## src/rtl/seg7_scan_if.sv

```systemverilog
// Bundle of the signals between a binary-count producer and the 4-digit
// 7-segment scan display.
//
//   value_in : binary value to show (producer -> display)
//   an       : digit enables, active-low, one-hot, an[0] = least significant digit
//   seg      : segments, active-low, seg[0]=a ... seg[6]=g
//   dp       : decimal point, active-low (held off)
//   busy     : binary-to-BCD conversion in progress
//   bcd_out  : committed BCD digits {d3,d2,d1,d0}, 16'hFFFF on overflow
//
// master : the side that supplies value_in and watches the display
// slave  : the display itself
interface seg7_scan_if #(
    parameter int VALUE_W = 14
);
    logic [VALUE_W-1:0] value_in;
    logic [3:0]         an;
    logic [6:0]         seg;
    logic               dp;
    logic               busy;
    logic [15:0]        bcd_out;

    modport master (
        output value_in,
        input  an, seg, dp, busy, bcd_out
    );

    modport slave (
        input  value_in,
        output an, seg, dp, busy, bcd_out
    );
endinterface

```

## src/rtl/seg7_scan_display.sv

```systemverilog
// 4-digit, common-anode, multiplexed 7-segment display driver.
//
// A binary count is converted to BCD by a sequential double-dabble engine
// (one bit per clock). The result is committed to bcd_out in a single edge
// when the conversion finishes, so the scanned digits never show a mix of
// old and new values. A prescaler steps through the four digits, one slot
// of REFRESH_DIV clocks each.
//
// Ports:
//   clk  : system clock, rising edge
//   rst  : asynchronous, active-high reset
//   dsp  : seg7_scan_if.slave
//            value_in (in)  binary value, sampled only while idle
//            an       (out) digit enables, active-low one-hot
//            seg      (out) segments {g..a}, active-low
//            dp       (out) decimal point, held off (1)
//            busy     (out) conversion in progress
//            bcd_out  (out) committed BCD {d3,d2,d1,d0}, 16'hFFFF on overflow
//
// Parameters:
//   VALUE_W     : width of value_in (must match the interface), >= 2
//   REFRESH_DIV : clocks per digit slot, >= 2
//   BLANK_LZ    : 1 = blank leading zeros (digit 0 is never blanked)
module seg7_scan_display #(
    parameter int VALUE_W     = 14,
    parameter int REFRESH_DIV = 100_000,
    parameter bit BLANK_LZ    = 1'b1
) (
    input logic        clk,
    input logic        rst,
    seg7_scan_if.slave dsp
);

    localparam int              PRE_W      = $clog2(REFRESH_DIV);
    localparam int              CNT_W      = $clog2(VALUE_W + 1);
    localparam logic [PRE_W-1:0] PRE_LAST  = PRE_W'(REFRESH_DIV - 1);
    localparam logic [CNT_W-1:0] SHIFT_LAST = CNT_W'(VALUE_W - 1);
    localparam logic [31:0]      MAX_DISP  = 32'd9999;
    localparam logic [15:0]      OVF_BCD   = 16'hFFFF;
    localparam logic [6:0]       SEG_BLANK = 7'h7F;

    typedef enum logic [1:0] {
        IDLE  = 2'd0,
        SHIFT = 2'd1,
        DONE  = 2'd2
    } state_t;

    // ------------------------------------------------------------------
    // Helper functions
    // ------------------------------------------------------------------

    // Double-dabble correction: any BCD nibble of 5 or more gets +3 so that
    // the following left shift carries correctly into the next decade.
    function automatic logic [15:0] dd_adjust(input logic [15:0] b);
        logic [15:0] r;
        r = b;
        for (int i = 0; i < 4; i++) begin
            if (b[4*i +: 4] >= 4'd5) begin
                r[4*i +: 4] = b[4*i +: 4] + 4'd3;
            end
        end
        return r;
    endfunction

    // Active-low {g,f,e,d,c,b,a}. F is the overflow dash; A-E cannot be
    // produced by the converter and are shown blank.
    function automatic logic [6:0] seg_decode(input logic [3:0] n);
        logic [6:0] s;
        case (n)
            4'h0:    s = 7'h40;
            4'h1:    s = 7'h79;
            4'h2:    s = 7'h24;
            4'h3:    s = 7'h30;
            4'h4:    s = 7'h19;
            4'h5:    s = 7'h12;
            4'h6:    s = 7'h02;
            4'h7:    s = 7'h78;
            4'h8:    s = 7'h00;
            4'h9:    s = 7'h10;
            4'hF:    s = 7'h3F;
            default: s = SEG_BLANK;
        endcase
        return s;
    endfunction

    // ------------------------------------------------------------------
    // Conversion state
    // ------------------------------------------------------------------
    state_t             state_q, state_d;
    logic [VALUE_W-1:0] shadow_q;
    logic               first_q;
    logic [VALUE_W-1:0] bin_q;
    logic [15:0]        bcd_q;
    logic [15:0]        bcd_adj;
    logic [CNT_W-1:0]   shift_cnt_q;
    logic               busy_q;
    logic [15:0]        bcd_out_q;
    logic               start;
    logic               ovf;

    // A new conversion is needed after reset (nothing committed yet) or
    // whenever the input differs from the last value converted.
    assign start   = first_q || (dsp.value_in != shadow_q);
    assign bcd_adj = dd_adjust(bcd_q);
    assign ovf     = (32'(shadow_q) > MAX_DISP);

    always_ff @(posedge clk or posedge rst) begin
        if (rst) begin
            state_q <= IDLE;
        end else begin
            state_q <= state_d;
        end
    end

    always_comb begin
        state_d = state_q;
        case (state_q)
            IDLE:    if (start) state_d = SHIFT;
            SHIFT:   if (shift_cnt_q == SHIFT_LAST) state_d = DONE;
            DONE:    state_d = IDLE;
            default: state_d = IDLE;
        endcase
    end

    always_ff @(posedge clk or posedge rst) begin
        if (rst) begin
            shadow_q    <= '0;
            first_q     <= 1'b1;
            bin_q       <= '0;
            bcd_q       <= '0;
            shift_cnt_q <= '0;
            busy_q      <= 1'b0;
            bcd_out_q   <= '0;
        end else begin
            case (state_q)
                IDLE: begin
                    if (start) begin
                        shadow_q    <= dsp.value_in;
                        bin_q       <= dsp.value_in;
                        bcd_q       <= '0;
                        first_q     <= 1'b0;
                        busy_q      <= 1'b1;
                        shift_cnt_q <= '0;
                    end
                end
                SHIFT: begin
                    // {bcd, bin} <<= 1 after the per-nibble correction
                    bcd_q       <= {bcd_adj[14:0], bin_q[VALUE_W-1]};
                    bin_q       <= {bin_q[VALUE_W-2:0], 1'b0};
                    shift_cnt_q <= shift_cnt_q + 1'b1;
                end
                DONE: begin
                    // Single-edge commit keeps the displayed digits coherent.
                    bcd_out_q <= ovf ? OVF_BCD : bcd_q;
                    busy_q    <= 1'b0;
                end
                default: ;
            endcase
        end
    end

    // ------------------------------------------------------------------
    // Digit scan
    // ------------------------------------------------------------------
    logic [PRE_W-1:0] prescaler_q;
    logic [1:0]       digit_idx_q;
    logic [3:0]       an_q;
    logic [6:0]       seg_q;
    logic [3:0]       cur_nib;
    logic             upper_zero;
    logic [6:0]       seg_next;

    // Pattern for the digit about to be shown. upper_zero is true when this
    // digit and every more significant digit are zero; digit 0 never blanks.
    always_comb begin
        cur_nib    = bcd_out_q[{digit_idx_q, 2'b00} +: 4];
        upper_zero = 1'b0;
        case (digit_idx_q)
            2'd1:    upper_zero = (bcd_out_q[15:4]  == 12'h000);
            2'd2:    upper_zero = (bcd_out_q[15:8]  == 8'h00);
            2'd3:    upper_zero = (bcd_out_q[15:12] == 4'h0);
            default: upper_zero = 1'b0;
        endcase
        seg_next = seg_decode(cur_nib);
        if (BLANK_LZ && upper_zero && (bcd_out_q != OVF_BCD)) begin
            seg_next = SEG_BLANK;
        end
    end

    // an and seg are loaded together on the wrap edge, so the enable and the
    // pattern always change in the same cycle and only one digit is ever on.
    // Until the first wrap after reset everything stays dark.
    always_ff @(posedge clk or posedge rst) begin
        if (rst) begin
            prescaler_q <= '0;
            digit_idx_q <= 2'd0;
            an_q        <= 4'b1111;
            seg_q       <= SEG_BLANK;
        end else if (prescaler_q == PRE_LAST) begin
            prescaler_q <= '0;
            digit_idx_q <= digit_idx_q + 2'd1;
            an_q        <= ~(4'b0001 << digit_idx_q);
            seg_q       <= seg_next;
        end else begin
            prescaler_q <= prescaler_q + 1'b1;
        end
    end

    assign dsp.an      = an_q;
    assign dsp.seg     = seg_q;
    assign dsp.dp      = 1'b1;
    assign dsp.busy    = busy_q;
    assign dsp.bcd_out = bcd_out_q;

endmodule
```

## src/flat_wrapper.sv

```systemverilog
// flat-port wrapper written by rule: the top's interface ports become plain ports
module seg7_scan_display_flat 
#(
    parameter int VALUE_W     = 14,
    parameter int REFRESH_DIV = 100_000,
    parameter bit BLANK_LZ    = 1'b1
)
  (clk, rst, dsp_value_in, dsp_an, dsp_seg, dsp_dp, dsp_busy, dsp_bcd_out);
  seg7_scan_if #(.VALUE_W(VALUE_W)) dsp_i ();
  input logic clk;
  input logic rst;
  input wire logic [$bits(dsp_i.value_in)-1:0] dsp_value_in;
  output wire logic [$bits(dsp_i.an)-1:0] dsp_an;
  output wire logic [$bits(dsp_i.seg)-1:0] dsp_seg;
  output wire logic [$bits(dsp_i.dp)-1:0] dsp_dp;
  output wire logic [$bits(dsp_i.busy)-1:0] dsp_busy;
  output wire logic [$bits(dsp_i.bcd_out)-1:0] dsp_bcd_out;
  assign dsp_i.value_in = dsp_value_in;
  assign dsp_an = dsp_i.an;
  assign dsp_seg = dsp_i.seg;
  assign dsp_dp = dsp_i.dp;
  assign dsp_busy = dsp_i.busy;
  assign dsp_bcd_out = dsp_i.bcd_out;
  seg7_scan_display #(.VALUE_W(VALUE_W), .REFRESH_DIV(REFRESH_DIV), .BLANK_LZ(BLANK_LZ)) u_core (.clk(clk), .rst(rst), .dsp(dsp_i));
endmodule
```

## config.mk

```make
export PLATFORM = sky130hd
export DESIGN_NAME = seg7_scan_display_flat
export DESIGN_NICKNAME = d
export VERILOG_FILES = /design/src/rtl/seg7_scan_if.sv /design/src/rtl/seg7_scan_display.sv /design/src/flat_wrapper.sv
export SDC_FILE = /design/constraint.sdc
export NUM_CORES = 1
export LEC_CHECK = 0
export CAP_MARGIN = 0
export CORE_UTILIZATION = 35
export CTS_BUF_LIST = sky130_fd_sc_hd__clkbuf_16
export CTS_CLUSTER_SIZE = 14
export DETAILED_ROUTE_END_ITERATION = 12
export GPL_ROUTABILITY_DRIVEN = 0
export PLACE_DENSITY = 0.64
export SETUP_SLACK_MARGIN = 0.02
export SKIP_CTS_REPAIR_TIMING = 1
export SLEW_MARGIN = 30
export SYNTH_ARGS = -nofsm -noshare
export SYNTH_HDL_FRONTEND = slang
export SYNTH_SLANG_ARGS = --single-unit
```

## constraint.sdc

```tcl
create_clock -name clk -period 4.8 [get_ports clk]
set_input_delay 1.44 -clock clk [delete_from_list [all_inputs] [get_ports clk]]
set_output_delay 1.44 -clock clk [all_outputs]
set_load 0.05 [all_outputs]
```

# --- After elaboration in Yosys (flattened, before gate mapping) ---
# Memories as Yosys holds them, arrays and structs flattened.
# Index checks and enable logic that the tools add are counted.
totals:
  reg_bits: 98
  in_bits: 16
  mem_count: 1
  output_inout_bits: 29
  rom_bits: 112
  elab_cells: 70
op_classes:
  n_bitwise: 1
  muxes: 19
  reduce_logical: 12
  eq_ne: 11
  add_sub_neg: 7
  order_cmp: 5
  n_shift: 2
mem_list:
  columns: ["name", "depth", "word_bits", "read_ports", "rd_ports_with_merged_regs", "write_ports", "line_no", "text"]
  rows:
  - ["(no name shown)", 16, 7, 1, 0, 0, "seg7_scan_display.sv:69", "case (n)"]
op_table:
  columns: ["cell", "count"]
  rows:
  - ["$mux W16", 2]
  - ["$pmux W16 S2", 1]
  - ["$pmux W14 S2", 1]
  - ["$add A17 B1 Y17 const B", 1]
  - ["$eq A17 B17 Y1 const B", 1]
  - ["$mux W17", 1]
  - ["$ge A4 B3 Y1 const B", 4]
  - ["$mux W4", 4]
  - ["$ne A16 B16 Y1 const B", 1]
  - ["$shiftx A16 B5 Y4", 1]
  - ["$gt A14 B14 Y1 const B", 1]
  - ["$mux W14", 1]
  - ["$ne A14 B14 Y1", 1]
  - ["$add A4 B2 Y4 const B", 3]
  - ["$logic_not A12 Y1", 1]
  - ["$logic_not A8 Y1", 1]
  - ["$pmux W4 S2", 1]
  - ["$reduce_and A2 Y1", 4]
  - ["$mux W7", 1]
  - ["$eq A2 B2 Y1 const B", 3]
  - ["$add A4 B1 Y4 const B", 1]
  - ["$eq A2 B1 Y1 const B", 2]
  - ["$eq A4 B4 Y1 const B", 1]
  - ["$logic_not A4 Y1", 1]
  - ["other kinds (15)", 18]

# --- Logic depth before layout (Yosys ltp) ---
logic_depth:
  depth_word: 4
  mapped_depth: 9
  mapped_depth_nobuf: 8

# --- Worst setup path after synthesis ---
# OpenSTA, ideal clock, no wires.
synth_path:
  path_type: "input port to flip-flop"
  start: "input port dsp_value_in[10]"
  end: "register u_core.shadow_q[13]"
  setup_time_ns: 0.127
  required_time_ns: 4.673
  t_arrival_ns: 3.101
  path_slack_ns: 1.571
  n_path_buf: 2
  path_stages: 7
  path_cell_list: "xor2_1 or4_4 nor4_4 or2_1 buf_6 buf_6 mux2_1"
synth_via:
  elab_chain_cells: 3
synth_lines:
  columns: ["item", "line_no", "text"]
  rows:
  - ["start: declaration", "flat_wrapper.sv:12", "input wire logic [$bits(dsp_i.value_in)-1:0] dsp_value_in;"]
  - ["$ne A14 B14 Y1", "seg7_scan_display.sv:103", "assign start = first_q || (dsp.value_in != shadow_q);"]
  - ["$logic_or A1 B1 Y1", "seg7_scan_display.sv:103", null]
  - ["$reduce_and A2 Y1 (no line)", null, null]
  - ["end signal: assignment", "seg7_scan_display.sv:138", "shadow_q <= dsp.value_in;"]
  - ["end: declaration", "seg7_scan_display.sv:90", "logic [VALUE_W-1:0] shadow_q;"]
# Every way passes these cells.
# A chain may end at the register's enable or synchronous reset.

# --- Final worst setup path ---
layout_path:
  start: "input port dsp_value_in[10]"
  end: "register u_core.shadow_q[11]"
# Same word-level chain as after synthesis.

==> impl_metrics.py <==
metrics = {
    "run_status": {
        "status": "finished clean",
    },
    "detailed_routing": {
        "drt_pass1_iterations": 6,
        "wire_per_inst_um": 15.5,
        "vias_per_cell": 5.17,
        "first_iter_violations": 222,
        "finalWirelength_um": 10400,
        "antenna_left": 0,
        "num_vias": 3457,
        "drcViolationCount": 0,
    },
    "die": {
        "start_util": 0.363,
        "ioPinCount": 45,
        "die_w_um": 120,
        "design.core.area_um2": 13400,
        "dieArea_um2": 14400,
        "die_h_um": 120,
        "row_count": 42,
    },
    "global_route": {
        "grt_start_max_net_pins": 64,
        "antenna_found_initial": 0,
        "track_usage": 0.158,
        "gr-total-overflow": 0,
        "grt_pass1_wl_um": 17800,
        "grt_pass1_vias": 3519,
    },
    "hold_path": {
        "hold_depth": 2,
        "worstHoldEndpoint": "u_core.dsp.seg[4]",
        "hold_class": "reg -> reg",
        "hold_path_startpoint": "u_core.dsp.seg[4]",
    },
    "timing": {
        "finalSetupViolations": 0,
        "min_period_over_period": 0.786,
        "tns_ps": 0,
        "slew_viol_final": 0,
        "worst_pin_slew_ps": 922,
        "fmax_mhz": 265,
        "rsz0062_at_grt": "no",
        "skew_ps": 9.10,
        "hold_viol": 0,
        "min_period_ps": 3770,
        "relSlewSlack": 0.385,
    },
    "worst_setup_path": {
        "r2r_start": "u_core.shadow_q[10]",
        "rr_worst_depth": 6,
        "critPathKind": "in -> reg",
        "crit_fanout": 18,
        "crit_path_start_kind": "primary input",
        "critical_path_required_ps": 5030,
        "cp-end-kind": "flip-flop",
        "rrSetupSlack_ps": 2170,
        "timing.rr.end": "u_core.shadow_q[11]",
        "cp.arrival_ps": 4000,
    },
    "power": {
        "ir_worst_vdd_mv": 0.288,
        "power_switching_uw": 1360,
        "seq_power_share": 0.402,
        "p_leak_uw": 0.00239,
        "swShare": 0.399,
        "clockPowerShare": 0.190,
        "p_int_uw": 2060,
        "p_comb_frac": 0.408,
        "power_density_nw_per_um2": 598,
    },
    "clocking": {
        "cts-root-buf": "clkbuf_16",
        "cts_sinks": 98,
        "htreeDepth": 3,
        "clk_latency_ps": 340,
        "path_clk_slew_ps": 70,
        "cts_buffers": 9,
        "cts_tree": "done",
        "clock_path_buffers": 2,
    },
    "placed_design": {
        "portBuffers": 43,
        "placed_area_um2": 5450,
        "hpwl_um": 7330,
    },
    "layout": {
        "fill_cells": 1244,
        "fin_nets": 526,
        "multi_input_area_um2": 2170,
        "layout-drive-gt1-share": 0.0933,
        "diodes": 0,
        "area_growth_pct": 17.5,
        "design_area_um2": 5720,
        "register_area_um2": 2470,
    },
    "logic_synthesis": {
        "yosysWarnings": 0,
        "ys_seq_area_frac": 0.507,
        "syn_avg_cell_area_um2": 10.8,
        "synthesis.nets": 488,
        "synth_edf_count": 0,
        "ys_dominant_reg_cell": "dfrtp_1",
        "synthCells": 450,
        "ys_seq_elements": 98,
        "synth_area_um2": 4860,
        "synthArstFlopShare": 1.00,
        "synth_cell_types": 53,
    },
    "run": {
        "drv_cap": 0,
    },
}
-- Yosys cell counts, types with 8 or more instances --
cell type	n	share of area
ha_1	22	0.057
nand2b_1	8	0.010
inv_1	33	0.025
nand3_1	10	0.010
clkbuf_1	11	0.0085
o22a_1	16	0.029
o32ai_1	13	0.023
a21oi_1	28	0.029
mux2_2	8	0.019
dfrtp_1	86	0.44
nor2_1	26	0.020
xnor2_1	21	0.038
o21ai_0	22	0.023
xor2_1	13	0.023
dfstp_2	12	0.065
nand2_1	30	0.023
-- cell usage in the layout (no fill, tap or decap), types with 8 or more instances in the layout --
cell and n:
dfrtp_1 86, clkdlybuf4s50_1 43, inv_1 33, nand2_1 30
a21oi_1 28, nor2_1 26, o21ai_0 22, ha_1 22
xnor2_1 21, o22a_1 16, xor2_1 13, o32ai_1 13
dfstp_2 12, nand3_1 10, clkbuf_16 9, nand2b_1 8
mux2_2 8
-- area by class of cell --
type	count	share of cell area
clock buffer	9	0.0394
clock inverter	7	0.00657
inverter	33	0.0221
multi-input combinational	299	0.379
sequential	98	0.432
tap	176	0.0385
timing repair buffer	47	0.0827
-- registers in the layout (all words and copies together) (netlist names) --
signal,count
u_core.first_q,1
u_core.state_q,2
u_core.dsp.busy,1
u_core.dsp.an,4
u_core.dsp.seg,7
u_core.shift_cnt_q,4
u_core.digit_idx_q,2
u_core.bcd_q,16
u_core.shadow_q,14
u_core.prescaler_q,17
u_core.bin_q,14
u_core.dsp.bcd_out,16
-- worst max-delay path, stage by stage --
cell	delay, ps
clkdlybuf4s50_1	450
xor2_1	180
or4_4	540
nor4_4	140
buf_4	260
or2_1	580
mux2_2	410
-- power by group through the flow --
stage          Combinational, uW  Clock (uW)  Sequential, uW
2_1_floorplan                831           0            1550
3_3_place_gp                1360           0            1380
3_5_place_dp                1400           0            1390
4_1_cts                     1410         667            1380
5_1_grt                     1550         699            1420
6_report                    1400         650            1370
-- through the flow --
| step | hold WS (ps) | std cells | power [uW] | setup slack [ps] | utilization |
|---|---|---|---|---|---|
| CTS | 485 | 669 | 3450 | 1050 | 0.427 |
| global route | 511 | 669 | 3660 | 926 | 0.427 |
| floorplan | 450 | 450 | 2380 | 818 | - |
| detailed placement | 475 | 653 | 2790 | 681 | 0.407 |
| global placement | 469 | 653 | 2740 | 732 | 0.407 |
| finish | 480 | 669 | 3420 | 1030 | 0.427 |
-- routing by layer --
metal / part of all wire / track usage / routed length [um] / vias to the layer above
li1: - / - / - / 1670
met1: 0.45 / 0.203 / 4710 / 1733
met3: 0.027 / 0.0342 / 283 / 10
met5: 0 / 0 / 0 / -
met2: 0.51 / 0.266 / 5260 / 44
met4: 0.012 / 0.0492 / 127 / 0
-- worst max-delay path by stage --
stage,slack (ps),start,cells past startpoint,end
2_1_floorplan,820,rst,1,u_core.bcd_q[0]
6_report,1030,dsp_value_in[10],7,u_core.shadow_q[11]
4_1_cts,1050,dsp_value_in[10],7,u_core.shadow_q[9]
3_3_place_gp,730,dsp_value_in[10],7,u_core.shadow_q[9]
3_5_place_dp,680,dsp_value_in[10],7,u_core.shadow_q[9]
5_1_grt,930,dsp_value_in[10],7,u_core.shadow_q[7]
-- cell families after synthesis --
family	after synthesis	synth area share
AND/OR/NAND/NOR	112	0.120
AO/OA/AOI/OAI	108	0.150
adder cells (fa/ha/maj)	22	0.0566
flip-flops	98	0.507
other	1	0.000771
multiplexers	22	0.0566
buffers and inverters	53	0.0473
XOR/XNOR	34	0.0612
(Power assumes the default switching activity.)
